File: config.mk
export PLATFORM = sky130hd
export DESIGN_NAME = multi_gate_lot_counter
export DESIGN_NICKNAME = d
export VERILOG_FILES = /design/src/rtl/multi_gate_lot_counter.sv
export SDC_FILE = /design/constraint.sdc
export NUM_CORES = 1
export LEC_CHECK = 0
export BUFFER_PORTS_ARGS = -buffer_cell sky130_fd_sc_hd__buf_2
export CAP_MARGIN = 10
export CORE_MARGIN = 3
export CORE_UTILIZATION = 56
export CTS_CLUSTER_SIZE = 12
export DETAILED_ROUTE_END_ITERATION = 10
export PLACE_DENSITY_LB_ADDON = 0.12
export SLEW_MARGIN = 15
export SYNTH_ARGS = -nofsm -noshare
export SYNTH_HDL_FRONTEND = slang
export SYNTH_SLANG_ARGS = --single-unit
File: constraint.sdc
create_clock -name clk -period 3.05 [get_ports clk]
set_clock_uncertainty 0.05 [all_clocks]
set_input_delay 0.305 -clock clk [delete_from_list [all_inputs] [get_ports clk]]
set_output_delay 0.305 -clock clk [all_outputs]
set_load 0.02 [all_outputs]
File: src/rtl/multi_gate_lot_counter.sv
// Multi-gate parking lot occupancy counter: per-gate direction FSMs feed one
// saturating occupancy count with BCD digits, full/empty and sticky error flags.
module multi_gate_lot_counter #(
  parameter int NUM_GATES = 2,
  parameter int CAPACITY  = 16,
  parameter int CNT_W     = $clog2(CAPACITY + 1)
) (
  input  logic                 clk,
  input  logic                 reset,
  input  logic [NUM_GATES-1:0] outer,
  input  logic [NUM_GATES-1:0] inner,
  input  logic                 clear_err,
  output logic [CNT_W-1:0]     count,
  output logic [3:0]           bcd_hun,
  output logic [3:0]           bcd_ten,
  output logic [3:0]           bcd_one,
  output logic                 full,
  output logic                 empty,
  output logic                 err_over,
  output logic                 err_under,
  output logic [NUM_GATES-1:0] enter_evt,
  output logic [NUM_GATES-1:0] exit_evt
);

  typedef enum logic [2:0] {
    S_IDLE, S_EN1, S_EN2, S_EN3, S_EX1, S_EX2, S_EX3
  } gate_state_e;

  localparam logic signed [CNT_W+3:0] CAP_S = (CNT_W + 4)'(CAPACITY);
  localparam logic [CNT_W-1:0]        CAP_C = CNT_W'(CAPACITY);

  gate_state_e          state_q [NUM_GATES];
  gate_state_e          state_d [NUM_GATES];
  logic [NUM_GATES-1:0] enter_evt_q, enter_evt_d;
  logic [NUM_GATES-1:0] exit_evt_q, exit_evt_d;
  logic [CNT_W-1:0]     count_q, count_d;
  logic [3:0]           bcd_hun_q, bcd_hun_d;
  logic [3:0]           bcd_ten_q, bcd_ten_d;
  logic [3:0]           bcd_one_q, bcd_one_d;
  logic                 full_q, full_d;
  logic                 empty_q, empty_d;
  logic                 err_over_q, err_over_d;
  logic                 err_under_q, err_under_d;

  logic [1:0]              sens;
  logic [3:0]              n_in, n_out;
  logic signed [CNT_W+3:0] raw;
  logic [9:0]              cnt_ext, hun_w, ten_w, one_w;

  // Gate FSMs: exit states mirror entry states with outer/inner swapped.
  always_comb begin
    sens        = '0;
    enter_evt_d = '0;
    exit_evt_d  = '0;
    for (int unsigned g = 0; g < NUM_GATES; g++) begin
      state_d[g] = state_q[g];
      sens       = {outer[g], inner[g]};
      case (state_q[g])
        S_IDLE: begin
          if (sens == 2'b10)      state_d[g] = S_EN1;
          else if (sens == 2'b01) state_d[g] = S_EX1;
        end
        S_EN1: begin
          if (sens == 2'b11)      state_d[g] = S_EN2;
          else if (sens != 2'b10) state_d[g] = S_IDLE;
        end
        S_EN2: begin
          case (sens)
            2'b01:   state_d[g] = S_EN3;
            2'b10:   state_d[g] = S_EN1;
            2'b00:   state_d[g] = S_IDLE;
            default: state_d[g] = S_EN2;
          endcase
        end
        S_EN3: begin
          case (sens)
            2'b00: begin
              state_d[g]     = S_IDLE;
              enter_evt_d[g] = 1'b1;
            end
            2'b11:   state_d[g] = S_EN2;
            2'b10:   state_d[g] = S_IDLE;
            default: state_d[g] = S_EN3;
          endcase
        end
        S_EX1: begin
          if (sens == 2'b11)      state_d[g] = S_EX2;
          else if (sens != 2'b01) state_d[g] = S_IDLE;
        end
        S_EX2: begin
          case (sens)
            2'b10:   state_d[g] = S_EX3;
            2'b01:   state_d[g] = S_EX1;
            2'b00:   state_d[g] = S_IDLE;
            default: state_d[g] = S_EX2;
          endcase
        end
        S_EX3: begin
          case (sens)
            2'b00: begin
              state_d[g]    = S_IDLE;
              exit_evt_d[g] = 1'b1;
            end
            2'b11:   state_d[g] = S_EX2;
            2'b01:   state_d[g] = S_IDLE;
            default: state_d[g] = S_EX3;
          endcase
        end
        default: state_d[g] = S_IDLE;
      endcase
    end
  end

  // Occupancy update: net all gate events, then saturate at 0 / CAPACITY.
  always_comb begin
    n_in  = '0;
    n_out = '0;
    for (int unsigned g = 0; g < NUM_GATES; g++) begin
      n_in  = n_in  + {3'b000, enter_evt_q[g]};
      n_out = n_out + {3'b000, exit_evt_q[g]};
    end
    raw = $signed({4'b0000, count_q}) + $signed({{CNT_W{1'b0}}, n_in})
        - $signed({{CNT_W{1'b0}}, n_out});

    count_d     = count_q;
    err_over_d  = clear_err ? 1'b0 : err_over_q;
    err_under_d = clear_err ? 1'b0 : err_under_q;
    if (raw > CAP_S) begin
      count_d    = CAP_C;
      err_over_d = 1'b1;
    end else if (raw < 0) begin
      count_d     = '0;
      err_under_d = 1'b1;
    end else begin
      count_d = raw[CNT_W-1:0];
    end
  end

  always_comb begin
    cnt_ext   = 10'(count_q);
    hun_w     = cnt_ext / 10'd100;
    ten_w     = (cnt_ext / 10'd10) % 10'd10;
    one_w     = cnt_ext % 10'd10;
    bcd_hun_d = hun_w[3:0];
    bcd_ten_d = ten_w[3:0];
    bcd_one_d = one_w[3:0];
    full_d    = (count_q == CAP_C);
    empty_d   = (count_q == '0);
  end

  always_ff @(posedge clk) begin
    if (reset) begin
      for (int unsigned g = 0; g < NUM_GATES; g++) state_q[g] <= S_IDLE;
      enter_evt_q <= '0;
      exit_evt_q  <= '0;
      count_q     <= '0;
      bcd_hun_q   <= '0;
      bcd_ten_q   <= '0;
      bcd_one_q   <= '0;
      full_q      <= 1'b0;
      empty_q     <= 1'b1;
      err_over_q  <= 1'b0;
      err_under_q <= 1'b0;
    end else begin
      for (int unsigned g = 0; g < NUM_GATES; g++) state_q[g] <= state_d[g];
      enter_evt_q <= enter_evt_d;
      exit_evt_q  <= exit_evt_d;
      count_q     <= count_d;
      bcd_hun_q   <= bcd_hun_d;
      bcd_ten_q   <= bcd_ten_d;
      bcd_one_q   <= bcd_one_d;
      full_q      <= full_d;
      empty_q     <= empty_d;
      err_over_q  <= err_over_d;
      err_under_q <= err_under_d;
    end
  end

  assign count     = count_q;
  assign bcd_hun   = bcd_hun_q;
  assign bcd_ten   = bcd_ten_q;
  assign bcd_one   = bcd_one_q;
  assign full      = full_q;
  assign empty     = empty_q;
  assign err_over  = err_over_q;
  assign err_under = err_under_q;
  assign enter_evt = enter_evt_q;
  assign exit_evt  = exit_evt_q;

endmodule

==> results.json, run 1 <==
{
  "multi_input_gate_area_um2": 1220,
  "global_route_wire_length_before_repair_mm": 6.06,
  "syn_area_um2": 1880,
  "ys_warn_count": 0,
  "vias": 1525,
  "path_max_fanout": 4,
  "fin_ws_ns": 0.178,
  "initial_utilization_pct": 60.0,
  "post_synth_main_area_contributors": "dfxtp_1 (27%), ha_1 (17%), inv_1 (5.2%)",
  "peakVddDrop_v": 0.000189,
  "seq_area_um2": 500,
  "clock_tree.htree_level_count": 1,
  "hold_ws_ns": 0.121,
  "cts.hold.buffers_added": 0,
  "report.final.hold_viol_count": 0,
  "number_of_global_route_vias_before_repair": 1403,
  "ports_placed_on_the_boundary": 32,
  "fin_tns_setup_ns": 0,
  "layout-drive-gt1-share_pct": 15.7,
  "rsz_0062_raised_after_global_routing": "no",
  "synthesis.instances": 217,
  "clockBufferDepth": 2,
  "crit_chain": "inv_1, fa_1, fa_1, ha_1, fa_1, xor2_1, a21oi_1, nor2_1, o211ai_1, nor2_1",
  "synth_top_cell_area_share_pct": 26.7,
  "number_of_antenna_violations_at_the_first_check_in_global_routing": 0,
  "final_core_util_pct": 64.7,
  "cp_slowest_stage_delay_ns": 0.46,
  "grt_remaining_overflow": 0,
  "maxSlewViolCount": 0,
  "finalWeightedCongestion": 0.855,
  "synth_enable_flop_cells": 0,
  "final_design_area_no_fill_um2": 2020,
  "max_clock_freq_ghz": 0.348,
  "path_class": "flip-flop to flip-flop",
  "chipHeight_um": 63.9,
  "setup-violations-final": 0,
  "number_of_nets_in_the_final_layout": 272,
  "synth_top_cell_by_area": "dfxtp_1",
  "clk_latency_ns": 0.33,
  "ffs_w_async_s_r_synth_pct": 0,
  "floorplan.die_area_um2": 4080,
  "detail_route.iter0.violations": 87,
  "cts_clk_pin_slew_worst_paths_ns": 0.14,
  "place.detailed.hpwl_mm": 2.67,
  "area_growth_syn_to_layout_pct": 7.94,
  "critical_path.top_delay_family": "adder cells",
  "tritoncts": "yes",
  "drv_cap": 0,
  "filler_free_cell_count_of_the_finished_design": 280,
  "critical_path.startpoint_type": "flip-flop",
  "power.leakage_nw": 0.908,
  "outcome": "complete, no violations",
  "synth.lib_cells_used.distinct": 54,
  "core.rowCount": 20,
  "ant_nets": 0,
  "holdCritPathClass": "input pin to flip-flop",
  "grt_max_degree": 21,
  "drc": 0,
  "cts_resized": 0,
  "worst_setup_path_end_kind": "flip-flop",
  "pre_cts_slack_ns": 0.147,
  "placement.cell_area_um2": 1990,
  "drt-wirelength-per-cell_um": 12.4,
  "dr.pass1.iters": 4,
  "worstPathRequired_ns": 3.23,
  "setup.reg_to_reg.worst_slack_ns": 0.18,
  "cp_num_buf_inv": 1,
  "insertedDiodeCount": 0,
  "dp.cells": 276,
  "cts_sinks": 25,
  "detail_route.vias_per_cell": 5.45,
  "routed_wirelength_mm": 3.46,
  "synth.yosys.seq_area_share_pct": 26.7,
  "port_buffers": 25,
  "die_w_um": 63.9,
  "post-route-min-period_ns": 2.87,
  "critical_path.most_common_cell": "fa_1",
  "crit_arrival_ns": 3.05,
  "postSynth.topFlopCell": "dfxtp_1",
  "cts_setup_buffers": 0,
  "gr-usage-all-layers_pct": 17.9,
  "library_cell_contributing_the_largest_single_delay_on_the_critical_path": "fa_1",
  "report.power.total_mw": 0.983,
  "tritoncts.num_buffers": 3,
  "fin_crit_sh_pct": 94.2,
  "clockRootBuffer": "clkbuf_4",
  "synthesis.area_per_instance_um2": 8.64,
  "ys_ff_latch": 25,
  "power_per_cell_area_nw_per_um2": 485,
  "fp.coreArea_um2": 3130,
  "fillerInstances": 273
}
registers in the layout, indices dropped and copies added (netlist names):
name	flops
bcd_one	4
bcd_ten	2
count	5
empty	1
enter_evt	2
err_over	1
err_under	1
exit_evt	2
full	1
state_q	6
cells in the mapped netlist, drive strengths merged, types with 2 or more instances:
cell and number:
buf 9, ha 25, xor2 2, a2bb2oi 2, a31oi 3, o211ai 2, o22ai 2, nor2b 5
a21oi 15, a211oi 3, o21bai 4, nor3b 4, inv 26, fa 3, clkbuf 6, nand3 3
nor2 20, dfxtp 25, nand2 7, mux2i 2, nand3b 7, nor3 7, nand2b 4, o21ai 4
xnor2 3
worst paths after layout:
| check | start | endpoint | depth (start not counted) |
|---|---|---|---|
| setup reg to reg | exit_evt[0]$_SDFF_PP0_ | count[3]$_SDFF_PP0_ | 10 |
| hold reg to reg | err_over$_SDFFE_PP0P_ | err_over$_SDFFE_PP0P_ | 2 |
| hold / removal | clear_err | err_over$_SDFFE_PP0P_ | 2 |
| setup / recovery | exit_evt[0]$_SDFF_PP0_ | count[3]$_SDFF_PP0_ | 10 |
cell type report:
cell class                 count  area share [%]
tap                           44            2.72
multi-input combinational    156            60.1
clock buffer                   3            1.11
sequential                    25            24.7
clock inverter                 1           0.371
inverter                      26            4.82
timing repair buffer          25            6.18
layout by cell type (no fill, tap or decap), types with 4 or more instances in the layout:
cell type  netlist  routed
nor3_1           7       6
a21oi_1         14      14
nor2b_1          4       4
ha_1            25      25
dfxtp_1         25      25
nand3b_1         7       7
nand2_1          7       7
o21bai_1         4       4
nor2_1          20      20
inv_1           26      26
nor3b_1          4       4
nand2b_1         4       4
conb_1           1       6
buf_2            2      25
kinds of logic after synthesis:
kind of cell	after synthesis	share of synthesized area, %
compound gates	49	19.1
mux	4	2.87
flops	25	26.7
other cells	1	0.200
fa+ha+maj	28	19.9
xor+xnor	5	2.34
buf+inv	41	9.74
simple gates	64	19.1
per-layer routing:
metal	up-vias	GRT usage (%)	part of all wire [%]
met4	0	6.47	1.2
met3	4	3.34	5.6
li1	782	-	-
met1	705	22.3	46
met5	-	0	0
met2	34	30.6	48
where the power goes:
| group | internal (mW) | switching (mW) |
|---|---|---|
| clock | 0.0503 | 0.108 |
| combinational | 0.171 | 0.218 |
| sequential | 0.370 | 0.0663 |
Note: power is estimated with default switching activity, not from simulation.
==> inputs of run 2 (changes only) <==
- CORE_UTILIZATION: 56 -> 60
- PLACE_DENSITY: not set -> 0.86
- PLACE_DENSITY_LB_ADDON: 0.12 -> not set
- clock period: 3.05 -> 3.6 ns (I/O delays scaled with it)
==> run 2 against run 1 <==
Net effect: sequential power decreased by 15%; first-iteration DRC count up 71%; sequential cell count unchanged; largest power group unchanged; critical path depth stayed put; die area decreased by 6.0%; critical path type unchanged.
==> results.json, run 2 (synthesized netlist as in run 1, its figures left out) <==
{
  "grt_remaining_overflow": 0,
  "power.share.combinational_pct": 39.5,
  "clk_latency_ns": 0.33,
  "seq_power_share_pct": 44.4,
  "finalWeightedCongestion": 0.869,
  "clockRootBuffer": "clkbuf_4",
  "vias": 1522,
  "detail_route.iter0.violations": 149,
  "number_of_antenna_violations_at_the_first_check_in_global_routing": 0,
  "cts_clk_pin_slew_worst_paths_ns": 0.15,
  "power.net_switching_mw": 0.335,
  "initial_utilization_pct": 65.2,
  "report.power.total_mw": 0.835,
  "place.detailed.hpwl_mm": 2.60,
  "power.switching_fraction_pct": 40.1,
  "fin_tns_setup_ns": 0,
  "fin_crit_sh_pct": 82.5,
  "rsz_0062_raised_after_global_routing": "no",
  "power_per_cell_area_nw_per_um2": 414,
  "core.rowCount": 19,
  "tritoncts": "yes",
  "clockBufferDepth": 2,
  "most_common_library_cell_in_the_layout_ignoring_fill_and_taps": "inv_1",
  "outcome": "complete, no violations",
  "report.final.hold_viol_count": 0,
  "fp.coreArea_um2": 2880,
  "drc": 0,
  "max_clock_freq_ghz": 0.337,
  "number_of_global_route_vias_before_repair": 1352,
  "largest_register_ffs": 6,
  "maxSlewViolCount": 0,
  "peakVddDrop_v": 0.000316,
  "cts.hold.buffers_added": 0,
  "cts_sinks": 25,
  "cts_resized": 0,
  "met2_track_usage_gr_pct": 34.8,
  "critical_path.startpoint_type": "flip-flop",
  "ports_placed_on_the_boundary": 32,
  "regMostFlops": "state_q",
  "port_buffers": 25,
  "crit_arrival_ns": 3.20,
  "area_growth_syn_to_layout_pct": 7.54,
  "insertedDiodeCount": 0,
  "path_class": "flip-flop to flip-flop",
  "clock_tree.htree_level_count": 1,
  "fillerInstances": 264,
  "setup-violations-final": 0,
  "cts_setup_buffers": 0,
  "power.leakage_nw": 0.907,
  "internal_power_mw": 0.501,
  "drt-wirelength-per-cell_um": 12.6,
  "layout-drive-gt1-share_pct": 15.3,
  "ant_nets": 0,
  "grt.met3_usage_pct": 4.75,
  "global_route_wire_length_before_repair_mm": 5.84,
  "clock_network_fraction_of_total_power_pct": 16.1,
  "gr-max-usage-layer": "met2",
  "gr-usage-all-layers_pct": 19.9,
  "final_core_util_pct": 70.1,
  "detail_route.vias_per_cell": 5.47,
  "drv_cap": 0,
  "worstPathRequired_ns": 3.83,
  "tritoncts.num_buffers": 3,
  "worst_setup_path_end_kind": "flip-flop",
  "path_max_fanout": 4,
  "grt.met1_usage_pct": 25.3,
  "holdCritPathClass": "input pin to flip-flop",
  "setup.reg_to_reg.worst_slack_ns": 0.63,
  "floorplan.die_area_um2": 3830,
  "die_w_um": 61.9,
  "most-common-layout-cells": "inv_1 (26), ha_1 (25), dfxtp_1 (25), buf_2 (25), nor2_1 (20)",
  "chipHeight_um": 61.9,
  "grt_max_degree": 21,
  "routed_wirelength_mm": 3.50,
  "dr.pass1.iters": 5,
  "post-route-min-period_ns": 2.97,
  "number_of_nets_in_the_final_layout": 272
}
-- run 2: final timing paths --
| path | depth (start not counted) | to | start |
|---|---|---|---|
| max | 10 | count[0]$_SDFF_PP0_ | exit_evt[0]$_SDFF_PP0_ |
| min | 2 | err_over$_SDFFE_PP0P_ | clear_err |
| max reg2reg | 10 | count[0]$_SDFF_PP0_ | exit_evt[0]$_SDFF_PP0_ |
| min reg2reg | 2 | err_over$_SDFFE_PP0P_ | err_over$_SDFFE_PP0P_ |
-- run 2: final cells by class --
cell class                      count  area, µm²  area share [%]
Clock inverter                      1       7.51           0.372
Sequential cell                    25        500            24.8
Tap cell                           42       52.6            2.61
Clock buffer                        3       22.5            1.12
Inverter                           26       97.6            4.84
Timing Repair Buffer               25        125            6.20
Multi-Input combinational cell    156       1210            60.0
-- run 2: through the flow --
step	setup slack [ns]	hold slack, ns	instances	area (µm²)
detailed placement	0.687	0.416	274	1990
CTS	0.656	0.167	278	2020
global route	0.461	0.183	278	2020
finish	0.630	0.172	278	2020
floorplan	0.737	0.428	222	1890
global placement	0.791	0.414	274	1990
-- run 2: power groups by stage --
stage / Clock [mW] / Combinational, mW / Sequential (mW)
floorplan: 0 / 0.257 / 0.377
global placement: 0 / 0.322 / 0.374
detailed placement: 0 / 0.329 / 0.375
CTS: 0.138 / 0.330 / 0.369
global route: 0.148 / 0.372 / 0.380
finish: 0.134 / 0.330 / 0.371
-- run 2: layer usage --
layer  up-vias  wire [µm]
met4         0         21
met3         2        187
li1        786          -
met5         -          0
met2        43       1660
met1       691       1630
-- run 2: critical path, cell delays in order, from the launching register on --
cell	delay (ns)
dfxtp_1	0.36
inv_1	0.06
fa_1	0.48
fa_1	0.37
ha_1	0.22
fa_1	0.47
nor3_1	0.35
a21oi_1	0.11
a21oi_1	0.16
o211ai_1	0.16
nor2_1	0.13
==> inputs of run 3 (changes only) <==
- CORE_UTILIZATION: 60 -> 51
- PLACE_DENSITY: 0.86 -> 0.78
- clock period: 3.6 -> 2.5 ns (I/O delays scaled with it)
==> run 3 against run 2 <==
Net effect: the run now ends with negative setup slack left; non-clock buffer count up 4; clock power up 81%; hold slack worse by 0.034 ns; largest cell class unchanged; via count up 2.9%; cell area up 5.0%.
==> results.json, run 3 (synthesized netlist as in run 1, its figures left out) <==
{
  "die_w_um": 66.6,
  "power.net_switching_mw": 0.480,
  "clockRootBuffer": "clkbuf_8",
  "vias": 1566,
  "fin_ws_ns": -0.213,
  "rsz_0062_raised_after_global_routing": "yes",
  "cts.hold.buffers_added": 0,
  "crit_arrival_ns": 2.82,
  "cts_clk_pin_slew_worst_paths_ns": 0.09,
  "holdCritPathClass": "input pin to flip-flop",
  "core.rowCount": 21,
  "gr-usage-all-layers_pct": 17.3,
  "path_class": "flip-flop to flip-flop",
  "report.final.hold_viol_count": 0,
  "ant_nets": 0,
  "clk_latency_ns": 0.27,
  "power_per_cell_area_nw_per_um2": 591,
  "drv_cap": 0,
  "filler_free_cell_count_of_the_finished_design": 286,
  "clock_tree.htree_level_count": 1,
  "clockBufferDepth": 2,
  "floorplan.die_area_um2": 4440,
  "library_cell_contributing_the_largest_single_delay_on_the_critical_path": "fa_2",
  "most-common-layout-cells": "inv_1 (25), buf_2 (25), ha_1 (24)",
  "peakVddDrop_v": 0.000312,
  "fin_tns_setup_ns": -0.991,
  "detail_route.iter0.violations": 66,
  "final_core_util_pct": 61.5,
  "place.detailed.hpwl_mm": 2.63,
  "maxSlewViolCount": 0,
  "outcome": "complete, but fails checks",
  "path_max_fanout": 4,
  "worst_setup_path_end_kind": "flip-flop",
  "ports_placed_on_the_boundary": 32,
  "violations": "negative setup slack",
  "largest_register_ffs": 6,
  "cp_slowest_stage_delay_ns": 0.56,
  "crit_chain": "inv_2, fa_1, fa_2, ha_4, fa_2, nor3_4, a21oi_2, nor2_1, o211ai_1, nor2_1",
  "drt-wirelength-per-cell_um": 12.2,
  "grt_remaining_overflow": 0,
  "fp.coreArea_um2": 3440,
  "cts_setup_buffers": 0,
  "initial_utilization_pct": 54.5,
  "area_growth_syn_to_layout_pct": 12.9,
  "worstPathRequired_ns": 2.61,
  "detail_route.vias_per_cell": 5.48,
  "internal_power_mw": 0.771,
  "insertedDiodeCount": 0,
  "number_of_nets_in_the_final_layout": 276,
  "power.switching_fraction_pct": 38.4,
  "max_clock_freq_ghz": 0.369,
  "setup-violations-final": 5,
  "post-route-min-period_ns": 2.71,
  "critical_path.top_delay_family": "adder cells",
  "seq_power_share_pct": 42.5,
  "cts_sinks": 25,
  "fin_crit_sh_pct": 109,
  "power.leakage_nw": 0.942,
  "layout-drive-gt1-share_pct": 20.8,
  "critical_path.startpoint_type": "flip-flop",
  "clock_network_fraction_of_total_power_pct": 19.4,
  "global_route_wire_length_before_repair_mm": 5.91,
  "regMostFlops": "state_q",
  "cp_num_buf_inv": 1,
  "dr.pass1.iters": 4,
  "routed_wirelength_mm": 3.48,
  "grt_max_degree": 21,
  "chipHeight_um": 66.6,
  "finalWeightedCongestion": 0.846,
  "number_of_antenna_violations_at_the_first_check_in_global_routing": 0,
  "dp.cells": 282,
  "tritoncts.num_buffers": 3,
  "number_of_global_route_vias_before_repair": 1357,
  "port_buffers": 25,
  "drc": 0,
  "tritoncts": "yes",
  "power.share.combinational_pct": 38.2
}
## run 3: repair_timing
action | CTS | global route
pin swaps | 6 | 1
gates resized for setup | 2 | 1
endpoints found under the setup margin | 5 | 6
gates cloned | 0 | 0
## run 3: power groups by stage
stage / registers (mW) / clock network (mW) / logic (mW)
after global placement: 0.538 / 0 / 0.467
after global routing: 0.543 / 0.261 / 0.532
final: 0.531 / 0.242 / 0.477
after detailed placement: 0.540 / 0 / 0.473
after CTS: 0.530 / 0.255 / 0.476
after floorplan: 0.540 / 0 / 0.371
## run 3: layout make-up
type / count / area (µm²)
clock buffer: 3 / 41.3
clock inverter: 1 / 5.00
fill: 317 / 1330
inverter: 26 / 97.6
multi-input combinational: 156 / 1250
sequential: 25 / 509
tap: 46 / 57.6
timing repair buffer: 29 / 155
## run 3: final timing paths
check / slack, ns / end / start / cells after the start
setup / recovery: -0.21 / count[2]$_SDFF_PP0_ / exit_evt[0]$_SDFF_PP0_ / 10
hold / removal: 0.14 / err_over$_SDFFE_PP0P_ / clear_err / 2
setup reg to reg: -0.21 / count[2]$_SDFF_PP0_ / exit_evt[0]$_SDFF_PP0_ / 10
hold reg to reg: 0.43 / err_over$_SDFFE_PP0P_ / err_over$_SDFFE_PP0P_ / 2
## run 3: per-stage QoR
step	hold slack, ns	total power, mW	cell area (µm²)	setup WS, ns
floorplan	0.318	0.911	1930	-0.119
global placement	0.416	1.01	2050	-0.147
detailed placement	0.419	1.01	2050	-0.214
CTS	0.129	1.26	2110	-0.208
global route	0.152	1.34	2120	-0.341
finish	0.138	1.25	2120	-0.213
## run 3: metal layers
layer / up-vias / track usage [%] / wire length, µm
met5: - / 0 / 0
met4: 0 / 9.14 / 73
met3: 6 / 3.37 / 224
met2: 52 / 27.5 / 1620
met1: 723 / 21.9 / 1570
li1: 785 / - / -
